**src/rtl/pc_seq_pkg.sv**
```systemverilog
// Shared types and the instruction-length table for the PC sequencer.
// Lengths follow the Y86-64 encoding with a configurable immediate size.
package pc_seq_pkg;

    typedef enum logic [3:0] {
        I_HALT  = 4'h0,
        I_NOP   = 4'h1,
        I_RRMOV = 4'h2,
        I_IRMOV = 4'h3,
        I_RMMOV = 4'h4,
        I_MRMOV = 4'h5,
        I_OPQ   = 4'h6,
        I_JXX   = 4'h7,
        I_CALL  = 4'h8,
        I_RET   = 4'h9,
        I_PUSH  = 4'hA,
        I_POP   = 4'hB
    } icode_t;

    typedef enum logic [1:0] {
        ST_RUN,
        ST_HALTED,
        ST_ERROR
    } state_t;

    typedef enum logic [1:0] {
        ERR_NONE,
        ERR_INS,
        ERR_RAS_OVF,
        ERR_RAS_UNF
    } err_code_t;

    // Invalid codes report length 1 so valp stays meaningful for them.
    function automatic int unsigned instr_len(input logic [3:0] icode,
                                              input int unsigned word_bytes);
        case (icode)
            I_HALT, I_NOP, I_RET:          return 1;
            I_RRMOV, I_OPQ, I_PUSH, I_POP: return 2;
            I_IRMOV, I_RMMOV, I_MRMOV:     return 2 + word_bytes;
            I_JXX, I_CALL:                 return 1 + word_bytes;
            default:                       return 1;
        endcase
    endfunction

endpackage

```
**src/rtl/return_addr_stack.sv**
```systemverilog
// LIFO of return addresses; reset empties the stack without clearing storage.
// Callers must not push when full or pop when empty.
module return_addr_stack #(
    parameter int unsigned ADDR_W    = 16,
    parameter int unsigned RAS_DEPTH = 4
) (
    input  logic                               clock,
    input  logic                               reset,
    input  logic                               push,
    input  logic                               pop,
    input  logic [ADDR_W-1:0]                  data_in,
    output logic [ADDR_W-1:0]                  top,
    output logic                               full,
    output logic                               empty,
    output logic [$clog2(RAS_DEPTH+1)-1:0]     count
);

    localparam int unsigned CW = $clog2(RAS_DEPTH + 1);
    localparam int unsigned IW = (RAS_DEPTH > 1) ? $clog2(RAS_DEPTH) : 1;

    logic [ADDR_W-1:0] mem [RAS_DEPTH];
    logic [CW-1:0]     count_q;
    logic [IW-1:0]     top_idx;
    logic [IW-1:0]     push_idx;

    assign full     = (count_q == CW'(RAS_DEPTH));
    assign empty    = (count_q == '0);
    assign count    = count_q;
    assign push_idx = IW'(count_q);
    assign top_idx  = IW'(count_q - 1'b1);
    assign top      = empty ? '0 : mem[top_idx];

    always_ff @(posedge clock) begin
        if (reset) begin
            count_q <= '0;
        end else if (push && !full) begin
            count_q <= count_q + 1'b1;
        end else if (pop && !empty) begin
            count_q <= count_q - 1'b1;
        end
    end

    always_ff @(posedge clock) begin
        if (!reset && push && !full) begin
            mem[push_idx] <= data_in;
        end
    end

endmodule

```
**src/rtl/pc_sequencer.sv**
```systemverilog
// Fetch PC register and next-PC selection with call/ret stack and run/halt/error status.
// Once halted or in error only reset brings the sequencer back.
module pc_sequencer
    import pc_seq_pkg::*;
#(
    parameter int unsigned       ADDR_W     = 16,
    parameter int unsigned       WORD_BYTES = 8,
    parameter int unsigned       RAS_DEPTH  = 4,
    parameter logic [ADDR_W-1:0] RESET_PC   = '0
) (
    input  logic                            clock,
    input  logic                            reset,
    input  logic [3:0]                      icode_input,
    input  logic                            instr_valid,
    input  logic                            stall,
    input  logic                            cond_true,
    input  logic [ADDR_W-1:0]               valc,
    output logic [ADDR_W-1:0]               pc,
    output logic [ADDR_W-1:0]               valp,
    output logic                            halted,
    output logic                            error,
    output logic [1:0]                      err_code,
    output logic [$clog2(RAS_DEPTH+1)-1:0]  ras_count
);

    state_t            state_q, state_d;
    err_code_t         err_q, err_d;
    logic [ADDR_W-1:0] pc_q, pc_d;
    logic              ras_push, ras_pop;
    logic              ras_full, ras_empty;
    logic [ADDR_W-1:0] ras_top;

    assign valp     = pc_q + ADDR_W'(instr_len(icode_input, WORD_BYTES));
    assign pc       = pc_q;
    assign halted   = (state_q == ST_HALTED);
    assign error    = (state_q == ST_ERROR);
    assign err_code = err_q;

    return_addr_stack #(
        .ADDR_W    (ADDR_W),
        .RAS_DEPTH (RAS_DEPTH)
    ) u_ras (
        .clock   (clock),
        .reset   (reset),
        .push    (ras_push),
        .pop     (ras_pop),
        .data_in (valp),
        .top     (ras_top),
        .full    (ras_full),
        .empty   (ras_empty),
        .count   (ras_count)
    );

    always_ff @(posedge clock) begin
        if (reset) begin
            state_q <= ST_RUN;
            err_q   <= ERR_NONE;
            pc_q    <= RESET_PC;
        end else begin
            state_q <= state_d;
            err_q   <= err_d;
            pc_q    <= pc_d;
        end
    end

    always_comb begin
        state_d  = state_q;
        err_d    = err_q;
        pc_d     = pc_q;
        ras_push = 1'b0;
        ras_pop  = 1'b0;
        if (state_q == ST_RUN && instr_valid && !stall) begin
            case (icode_input)
                I_HALT: state_d = ST_HALTED;
                I_JXX:  pc_d = cond_true ? valc : valp;
                I_CALL: begin
                    if (!ras_full) begin
                        ras_push = 1'b1;
                        pc_d     = valc;
                    end else begin
                        state_d = ST_ERROR;
                        err_d   = ERR_RAS_OVF;
                    end
                end
                I_RET: begin
                    if (!ras_empty) begin
                        ras_pop = 1'b1;
                        pc_d    = ras_top;
                    end else begin
                        state_d = ST_ERROR;
                        err_d   = ERR_RAS_UNF;
                    end
                end
                I_NOP, I_RRMOV, I_IRMOV, I_RMMOV, I_MRMOV,
                I_OPQ, I_PUSH, I_POP: pc_d = valp;
                default: begin
                    state_d = ST_ERROR;
                    err_d   = ERR_INS;
                end
            endcase
        end
    end

endmodule

```
**config.mk**
```make
export PLATFORM = sky130hd
export DESIGN_NAME = pc_sequencer
export DESIGN_NICKNAME = d
export VERILOG_FILES = /design/src/rtl/pc_seq_pkg.sv /design/src/rtl/return_addr_stack.sv /design/src/rtl/pc_sequencer.sv
export SDC_FILE = /design/constraint.sdc
export NUM_CORES = 1
export LEC_CHECK = 0
export CAP_MARGIN = 20
export CORE_MARGIN = 2
export CORE_UTILIZATION = 55
export DETAILED_ROUTE_END_ITERATION = 8
export PLACE_DENSITY = 0.8
export SLEW_MARGIN = 40
export SYNTH_ARGS = -nofsm -noshare
export SYNTH_HDL_FRONTEND = slang
export SYNTH_SLANG_ARGS = --single-unit
```
**constraint.sdc**
```tcl
create_clock -name clock -period 4.1 [get_ports clock]
set_input_delay 0.41 -clock clock [delete_from_list [all_inputs] [get_ports clock]]
set_output_delay 0.41 -clock clock [all_outputs]
set_load 0.05 [all_outputs]
```
### Yosys cells after proc, flatten, opt, wreduce, memory -nomap -nowiden

Memories as Yosys holds them, arrays and structs flattened.
Cells that the tools add are included.
Widths: inputs -> output; s select.

* add/subtract/negate cells: 3
* eq/ne operators: 18
* multiplexer cells: 19
* bitwise logic cells: 2
* reductions and logical operators: 21

Operators with widths (count)
* $pmux 16 s4: 1
* $mux 16: 3
* $add 16x16->16: 1
* $eq 4x3->1 const B: 4
* $eq 4x4->1 const B: 4
* $reduce_and 4->1: 3
* $reduce_or 10->1: 1
* $reduce_or 9->1: 1
* $eq 4x2->1 const B: 2
* $mux 1: 8
* $ne 2x2->1 const B: 4
* $pmux 2 s4: 1
* $reduce_or 8->1: 1
* $logic_and 1x1->1: 6
* $mux 2: 3
* $mux 3: 2
* $pmux 2 s3: 1
* $eq 4x1->1 const B: 1
* $logic_not 1->1: 4
* $logic_not 4->1: 1
* $reduce_bool 4->1: 1
* $add 3x1->3 const B: 1
* $eq 3x3->1 const B: 1
* $logic_not 3->1: 1
* other kinds (6): 7

* register bits after elaboration: 23
* memory bits (writable): 64
* memory bits (read-only): 48
* input bits: 25
* output and inout bits: 39
* word-level logic and storage cells: 69
* memories: 2

Memories
* u_ras.mem: words 4, bits a word 16, rd ports 1, clocked after Yosys merged registers in 0, write ports 1, line return_addr_stack.sv:21 `logic [ADDR_W-1:0] mem [RAS_DEPTH];`
* (name not given): words 16, bits a word 3, rd ports 1, clocked after Yosys merged registers in 0, write ports 0, line pc_seq_pkg.sv:36 `case (icode)`

### Longest topological paths before layout

Gate-level depths: netlist of the first run.

* depth after elaboration: 8
* gate-level depth with buffers: 12
* mapped depth without buffers: 10

### Hierarchy

From an unflattened synthesis of the first run, not the netlist that was laid out.

* cell total of the unflattened synthesis: 410
* area, all modules: 4880.9 um2

Modules (own cells, without submodules)
* return_addr_stack: times used 1, cells each 134, area each 2696.3 um2, seq. area each 1981.9 um2
* pc_sequencer: times used 1, cells each 276, area each 2184.6 um2, seq. area each 400.4 um2

### Worst setup path after synthesis of the first run

Ideal clock, no wire load.

* path type: flip-flop to flip-flop
* start point: register u_ras.count_q[0] (netlist: u_ras.count[0])
* end point: memory u_ras.mem[0][0] (enable)
* library setup time: 0.430 ns
* arrival: 3.434 ns
* data required time: 3.670 ns
* setup slack: 0.236 ns
* stages on the path, launching flop included: 8
* buffers on the path: 2
* period minus slack after synthesis: 3.864 ns
* cell sequence: dfxtp_1 -> buf_4 -> buf_2 -> inv_1 -> ha_1 -> nand2_1 -> nand2_1 -> nor4_1

* longest elaborated chain between the ends: 8
* elaborated cells between the ends (all ways): 9
* those cells by class: eq/ne: 1; mux: 5; reduce/logical: 3

Ends and longest elaborated chain
* start, declared: line return_addr_stack.sv:22 `logic [CW-1:0] count_q;`
* start signal, assigned: line return_addr_stack.sv:37 `count_q <= count_q + 1'b1;`
* start signal, assigned: line return_addr_stack.sv:39 `count_q <= count_q - 1'b1;`
* $eq 3x3->1: line return_addr_stack.sv:26 `assign full = (count_q == CW'(RAS_DEPTH));`
* $mux 1: line pc_sequencer.sv:77 `if (!ras_full) begin`
* $mux 1: line pc_sequencer.sv:73 `case (icode_input)`
* $mux 1: line pc_sequencer.sv:72 `if (state_q == ST_RUN && instr_valid && !stall) begin`
* $logic_and 1x1->1 (2 in series): line return_addr_stack.sv:44 `if (!reset && push && !full) begin`
* $mux 1: line return_addr_stack.sv:44
* $mux 1 (not written as such): line return_addr_stack.sv:45 `mem[push_idx] <= data_in;`
* end, declared: line return_addr_stack.sv:21

Parallel ways exist; a longest one is shown, timed or not.

### Worst setup path in the final report of the first run

* start point: input icode_input[3]
* end point: output valp[12]

* longest elaborated chain between the ends: 2

Ends and longest elaborated chain
* start, declared: line pc_sequencer.sv:13 `input logic [3:0] icode_input,`
* $mem_v2 16x3
* $add 16x16->16: line pc_sequencer.sv:33 `assign valp = pc_q + ADDR_W'(instr_len(icode_input, WORD_BYTES));`
* end, declared: line pc_sequencer.sv:19 `output logic [ADDR_W-1:0] valp,`

Every way passes these cells.

==> flow_summary.yaml, run 1 <==
critical_path:
  crit_start: "icode_input[3]"
  worst-r2r-cell-count: 7
  cpPeakStageDelay_ns: 0.60
  crit_path_end_kind: "primary output"
  worstSetupPathType: "in2out"
  r2r_slack_ns: 1.55
  crit_end: "valp[12]"
  cp.required_ns: 3.69
  worstPathArrival_ns: 3.45
  worst-path-stages: 11
  cp.buffers_inverters: 2
  worstPathMaxFanout: 10
  crit_chain: "clkdlybuf4s50_1 > a21o_1 > nand2_1 > o21ai_0 > ha_1 > fa_1 > a31o_2 > and2_1 > and4_1 > or2_2 > buf_4"
  r2r-end: "pc[5]"
  slowest_stage: "clkdlybuf4s50_1"
  r2r_start: "u_ras.count[0]"
  crit_family: "simple AND/OR/NAND/NOR gates"
  start_kind: "input pin"
cts:
  cts_resized: 0
  path_clk_slew_ns: 0.10
  cts_buffer_depth: 2
  clock-root-buffer: "clkbuf_8"
  cts_made_buffers: 9
  ctsHoldBuffers: 0
  clk-insertion-delay-late_ns: 0.37
  h-tree-depth: 3
  clock_sinks: 87
  cts_tree: "yes"
  cts_setup_buffers: 0
sta:
  finalCriticalPeriod_ns: 3.86
  finClkSkew_ns: 0.0177
  fmax_ghz: 0.259
  report.final.slew_viol_count: 0
  fin_ws_ns: 0.242
  finalHoldViolCount: 0
  setup_viol: 0
  worst_pin_slew_ns: 0.756
  relSlewSlack: 0.495
  post-route-period-util: 0.941
  rsz0062_at_grt: "no"
  finalSetupTns_ns: 0
synthesis:
  ys_seq_area_frac: 0.526
  yosysUniqueCellTypes: 69
  yosysTopAreaCellShare: 0.424
  synth_async_sr_flop_share: 0
  ys_seq_elements: 87
  syn_area_um2: 4530
  synth_flop_cell: "edfxtp_1"
  synth_cells: 371
  syn_nets: 405
  syn_area_per_cell_um2: 12.2
  synth_edf_count: 64
  synth.largest_area_cell: "edfxtp_1"
  synth_area_leaders: "edfxtp_1 42%, dfxtp_1 10%, mux4_2 8.0%"
  yosys_warnings: 0
finish:
  area_growth_syn_to_layout_pct: 20.9
  multi_input_area_um2: 1970
  regArea_um2: 2380
  layout_common_cells: "64 x edfxtp_1, 48 x clkdlybuf4s50_1, 24 x nand2_1"
  final_common_cell: "edfxtp_1"
  fillers: 624
  diodes: 0
  nets: 470
  finalNonFillerCells: 546
  drive_gt1_frac: 0.179
routing:
  drt_first_pass_iters: 6
  drt_iter0_markers: 301
  routed_wl_mm: 11.5
  wl_per_cell_um: 21.1
  detail_route.vias_per_cell: 6.40
  antenna_left: 0
  vias: 3493
  route.detailed.drc: 0
global_route:
  grt_pass1_vias: 3421
  grt_pass1_wl_mm: 17.7
  grt_max_degree: 26
  antenna_found_initial: 0
  grt_overflow: 0
  grtUsageTotal: 0.269
power_and_ir_drop:
  power_w: 0.00187
  p_leak_nw: 1.90
  power_density_nw_per_um2: 341
  peakVddDrop_uv: 250
place:
  gp_congestion: 0.905
  io_buffers: 63
  dp.cells: 530
  hpwl_mm: 7.84
  dp_worst_setup_slack_ns: 0.301
die:
  start_util: 0.560
  die_area_um2: 8980
  rows: 33
  die_h_um: 94.8
  die_w_um: 94.8
  ioPinCount: 64
  coreArea_um2: 8090
worst_hold_path:
  hold_class: "reg2reg"
flow_run:
  cap_violations: 0
status:
  status: "finished, final reports clean"
-- sequential cells by signal (all words and copies together), names as in the netlist --
signal / count
err_code: 2
state_q: 2
pc: 16
u_ras.count: 3
u_ras.mem: 64
-- cell type report --
cell class | count | share of cell area
multi-input combinational | 250 | 0.359
timing repair buffer | 76 | 0.144
clock inverter | 4 | 0.00457
tap | 105 | 0.0240
clock buffer | 12 | 0.0247
sequential | 87 | 0.435
inverter | 12 | 0.00822
-- tightest hold or removal path: cells and delay by family (launching register included) --
family | cells | cell delay [ns]
AOI/OAI and AO/OA | 1 | 0.06
DFF | 1 | 0.33
and+or+nand+nor | 1 | 0.05
-- cells in the mapped netlist, types with 2 or more instances --
cell type  number
o221ai_1        3
a31oi_1         3
xnor2_1         5
nand2b_1        2
buf_4           2
nand4_1         5
nand3_1        10
mux4_2         16
dfxtp_1        23
clkbuf_8        4
clkbuf_1        7
edfxtp_1       64
o31ai_1         2
buf_2           5
and3_1          9
a21oi_1        13
and4b_1         2
a221oi_1       12
or2_2           7
and2_1          5
nor2_2          2
a2bb2oi_1       2
o21a_1          6
mux2i_1         6
nor4_1          4
o21ai_0        22
o32ai_1         2
nor2_1         22
nand2_1        24
nor3_1          9
nor3b_1         2
a22oi_1         2
inv_1          11
a22o_1          2
xor2_1          6
o31a_1          2
ha_1            8
a211oi_1        5
a311oi_1        5
-- where the power goes --
part           leakage [nW]  internal (W)  switching (W)
Clock                0.0764      0.000219       0.000305
Combinational          1.05      0.000138       0.000223
Sequential            0.781      0.000961      0.0000199
Total                  1.90       0.00132       0.000547
-- cells by family (layout without fill, tap and decap cells) --
| family | Yosys count | after routing | share of synthesized area |
|---|---|---|---|
| DFF | 87 | 87 | 0.526 |
| buffers and inverters | 34 | 104 | 0.0453 |
| and+or+nand+nor | 115 | 115 | 0.140 |
| adders and majority gates | 9 | 9 | 0.0265 |
| muxes | 22 | 22 | 0.0928 |
| xor gates and xnor gates | 11 | 11 | 0.0213 |
| AOI/OAI and AO/OA | 93 | 93 | 0.148 |
-- per-layer routing --
metal	global-route usage	wire length, um	part of all wire	vias to the layer above
met5	0	0	0	-
met4	0.140	346	0.030	0
li1	-	-	-	1568
met1	0.343	4720	0.41	1730
met3	0.0487	821	0.071	30
met2	0.441	5650	0.49	165
-- worst min-delay path by stage --
| stage | start | to | slack (ns) | depth (start not counted) |
|---|---|---|---|---|
| 6_report | err_code[0] | err_code[0] | 0.48 | 2 |
| 5_1_grt | err_code[0] | err_code[0] | 0.53 | 2 |
| 4_1_cts | err_code[0] | err_code[0] | 0.49 | 2 |
| 3_5_place_dp | err_code[0] | err_code[0] | 0.47 | 2 |
| 3_3_place_gp | err_code[0] | err_code[0] | 0.45 | 2 |
| 2_1_floorplan | state_q[1] | state_q[1] | 0.47 | 2 |
-- per-stage QoR --
stage | hold WS, ns | instance area (um2) | utilization
3_5_place_dp | 0.473 | 5310 | 0.656
5_1_grt | 0.527 | 5480 | 0.677
6_report | 0.480 | 5480 | 0.677
4_1_cts | 0.486 | 5470 | 0.675
3_3_place_gp | 0.445 | 5310 | 0.656
2_1_floorplan | 0.469 | 4530 | -
Power figures use the tool's default switching activity.
==> run 2, diff against run 1 <==
- ABC_AREA: default -> 1
- CELL_PAD_IN_SITES_DETAIL_PLACEMENT: default -> 2
- CELL_PAD_IN_SITES_GLOBAL_PLACEMENT: default -> 2
- CORE_UTILIZATION: 55 -> 32
- PLACE_DENSITY: 0.8 -> 0.76
==> flow_summary.yaml, run 2 <==
critical_path:
  cp.buffers_inverters: 4
  r2r_start: "u_ras.count[0]"
  cpPeakStageDelay_ns: 0.66
  crit_chain: "clkdlybuf4s50_1 > inv_2 > nand2_1 > inv_1 > a21oi_1 > ha_1 > fa_1 > nand3_1 > nand2_1 > nand2_1 > xnor2_1 > buf_12"
  start_kind: "input pin"
  cp.required_ns: 3.69
  worstPathMaxFanout: 6
  worst-r2r-cell-count: 12
  crit_start: "icode_input[2]"
  worst-path-stages: 12
  crit_path_end_kind: "primary output"
  crit_top_cell: "nand2_1"
  worstPathArrival_ns: 3.25
  r2r_slack_ns: 1.23
  crit_family: "buffers and inverters"
  slowest_stage: "xnor2_1"
  worstSetupPathType: "in2out"
synthesis:
  synth_flop_cell: "edfxtp_1"
  synth_cells: 600
  syn_area_um2: 4770
  yosysTopAreaCellShare: 0.403
  ys_seq_elements: 87
  yosys_warnings: 0
  ys_top_cells_by_count: "198 x nand2_1, 86 x nand3_1, 71 x nor2_1"
  synth_area_leaders: "edfxtp_1 40%, nand2_1 16%, dfxtp_1 9.7%"
  syn_nets: 634
  synth.largest_area_cell: "edfxtp_1"
  syn_area_per_cell_um2: 7.95
  yosysUniqueCellTypes: 34
  ys_seq_area_frac: 0.500
  synth_edf_count: 64
  synth.most_common_cell: "nand2_1"
  synth_async_sr_flop_share: 0
sta:
  post-route-period-util: 0.894
  worst_pin_slew_ns: 0.793
  finClkSkew_ns: 0.00955
  relSlewSlack: 0.468
  finalCriticalPeriod_ns: 3.66
  fmax_ghz: 0.273
  rsz0062_at_grt: "no"
  finalHoldViolCount: 0
  report.final.slew_viol_count: 0
  setup_viol: 0
  finalSetupTns_ns: 0
global_route:
  antenna_found_initial: 0
  grt_overflow: 0
  grt_pass1_vias: 4737
  grtUsageTotal: 0.219
  grt_max_degree: 37
  grt_pass1_wl_mm: 26.7
place:
  hpwl_mm: 11.8
  dp.cells: 835
  gp_congestion: 0.828
  io_buffers: 63
power_and_ir_drop:
  p_seq_frac: 0.434
  combinationalPowerShare: 0.179
  internal_power_w: 0.00159
  peakVddDrop_uv: 176
  p_leak_nw: 2.48
  power_density_nw_per_um2: 376
  p_sw_frac: 0.299
  p_clk_frac: 0.386
  p_sw_w: 0.000676
routing:
  routed_wl_mm: 16.8
  drt_iter0_markers: 173
  routed-wl-met3_um: 386
  wl_per_cell_um: 19.7
  wl_met2_mm: 8.34
  drt_first_pass_iters: 4
  route.detailed.drc: 0
  vias: 4371
  antenna_left: 0
  m1WireLength_mm: 7.89
  detail_route.vias_per_cell: 5.14
  routed.top_layer: "met4"
die:
  rows: 44
  start_util: 0.328
  coreArea_um2: 14500
  die_w_um: 126
  die_area_um2: 15900
  die_h_um: 126
  ioPinCount: 64
worst_hold_path:
  hold_class: "reg2reg"
  worstHoldStart: "err_code[1]"
  holdPathStages: 2
cts:
  clock-root-buffer: "clkbuf_16"
  path_clk_slew_ns: 0.07
  cts_tree: "yes"
  clock_sinks: 87
  cts_buffer_depth: 2
  cts_resized: 0
  clk-insertion-delay-late_ns: 0.35
  h-tree-depth: 3
  cts_made_buffers: 9
  ctsHoldBuffers: 0
  cts_setup_buffers: 0
finish:
  fillers: 1674
  diodes: 0
  largest_reg_flops: 64
  final_common_cell: "nand2_1"
  area_growth_syn_to_layout_pct: 26.2
  nets: 696
  layout_common_cells: "198 x nand2_1, 86 x nand3_1, 71 x nor2_1"
  largest-register: "u_ras.mem"
  drive_gt1_frac: 0.0855
  finalNonFillerCells: 851
status:
  status: "finished, final reports clean"
flow_run:
  cap_violations: 0
-- run 2: cell count changes in the layout (fill, tap and decap cells not counted), sizes merged, moves of 6 or more --
cell    change
nand2     +177
a221oi     -13
nor2       +51
nand3      +77
mux4       -16
inv        +42
and3        -9
nor3        -7
o21a        -6
or2         -9
mux2i       -6
-- run 2: routing by layer --
metal | vias up | GRT usage
met5 | - | 0
met4 | 0 | 0.0414
met3 | 13 | 0.0344
met2 | 62 | 0.380
met1 | 2203 | 0.290
li1 | 2093 | -
-- run 2: final timing paths --
kind / endpoint
worst min-delay path: err_code[1]
worst max-delay path: valp[6]
worst max register to register: pc[11]
worst min register to register: err_code[1]
-- run 2: metrics by stage --
| stage | total power [W] | utilization | area [um2] | setup slack, ns | hold WS (ns) |
|---|---|---|---|---|---|
| floorplan | 0.00124 | - | 4770 | 1.09 | 0.464 |
| global placement | 0.00140 | 0.392 | 5700 | 0.643 | 0.485 |
| detailed placement | 0.00141 | 0.393 | 5710 | 0.493 | 0.504 |
| CTS | 0.00229 | 0.414 | 6020 | 0.459 | 0.513 |
| global route | 0.00236 | 0.414 | 6020 | 0.225 | 0.541 |
| finish | 0.00227 | 0.414 | 6020 | 0.436 | 0.509 |
-- run 2: cell families after synthesis --
group                      synth area share
xor gates and xnor gates             0.0147
buffers and inverters                0.0685
adders and majority gates            0.0252
and+or+nand+nor                       0.333
DFF                                   0.500
AOI/OAI and AO/OA                    0.0588
-- run 2: power groups by stage --
stage / registers, W / logic [W] / clock network, W
final: 0.000984 / 0.000406 / 0.000875
after global routing: 0.000987 / 0.000437 / 0.000932
after CTS: 0.000984 / 0.000410 / 0.000897
after detailed placement: 0.00100 / 0.000407 / 0
after floorplan: 0.00104 / 0.000198 / 0
after global placement: 0.00100 / 0.000394 / 0
-- run 2: cell type report --
class                   instances  area (um2)  share of cell area
flip-flops and latches         87        2380               0.396
multi-input cells             440        2070               0.343
repair buffers                 74         841               0.140
well taps                     184         230              0.0382
clock buffers                   9         225              0.0374
inverters                      50         188              0.0312
clock inverters                 7        86.3              0.0143
-- run 2: worst register-to-register path, stage by stage, from the launching register on --
cell	delay [ns]
dfxtp_1	0.31
buf_4	0.36
clkinv_1	0.18
ha_1	0.32
buf_4	0.22
inv_1	0.54
nand3_1	0.21
nand3_1	0.19
nand2_1	0.07
nor2_1	0.11
nand2_1	0.07
a21oi_1	0.15
nor2_1	0.05
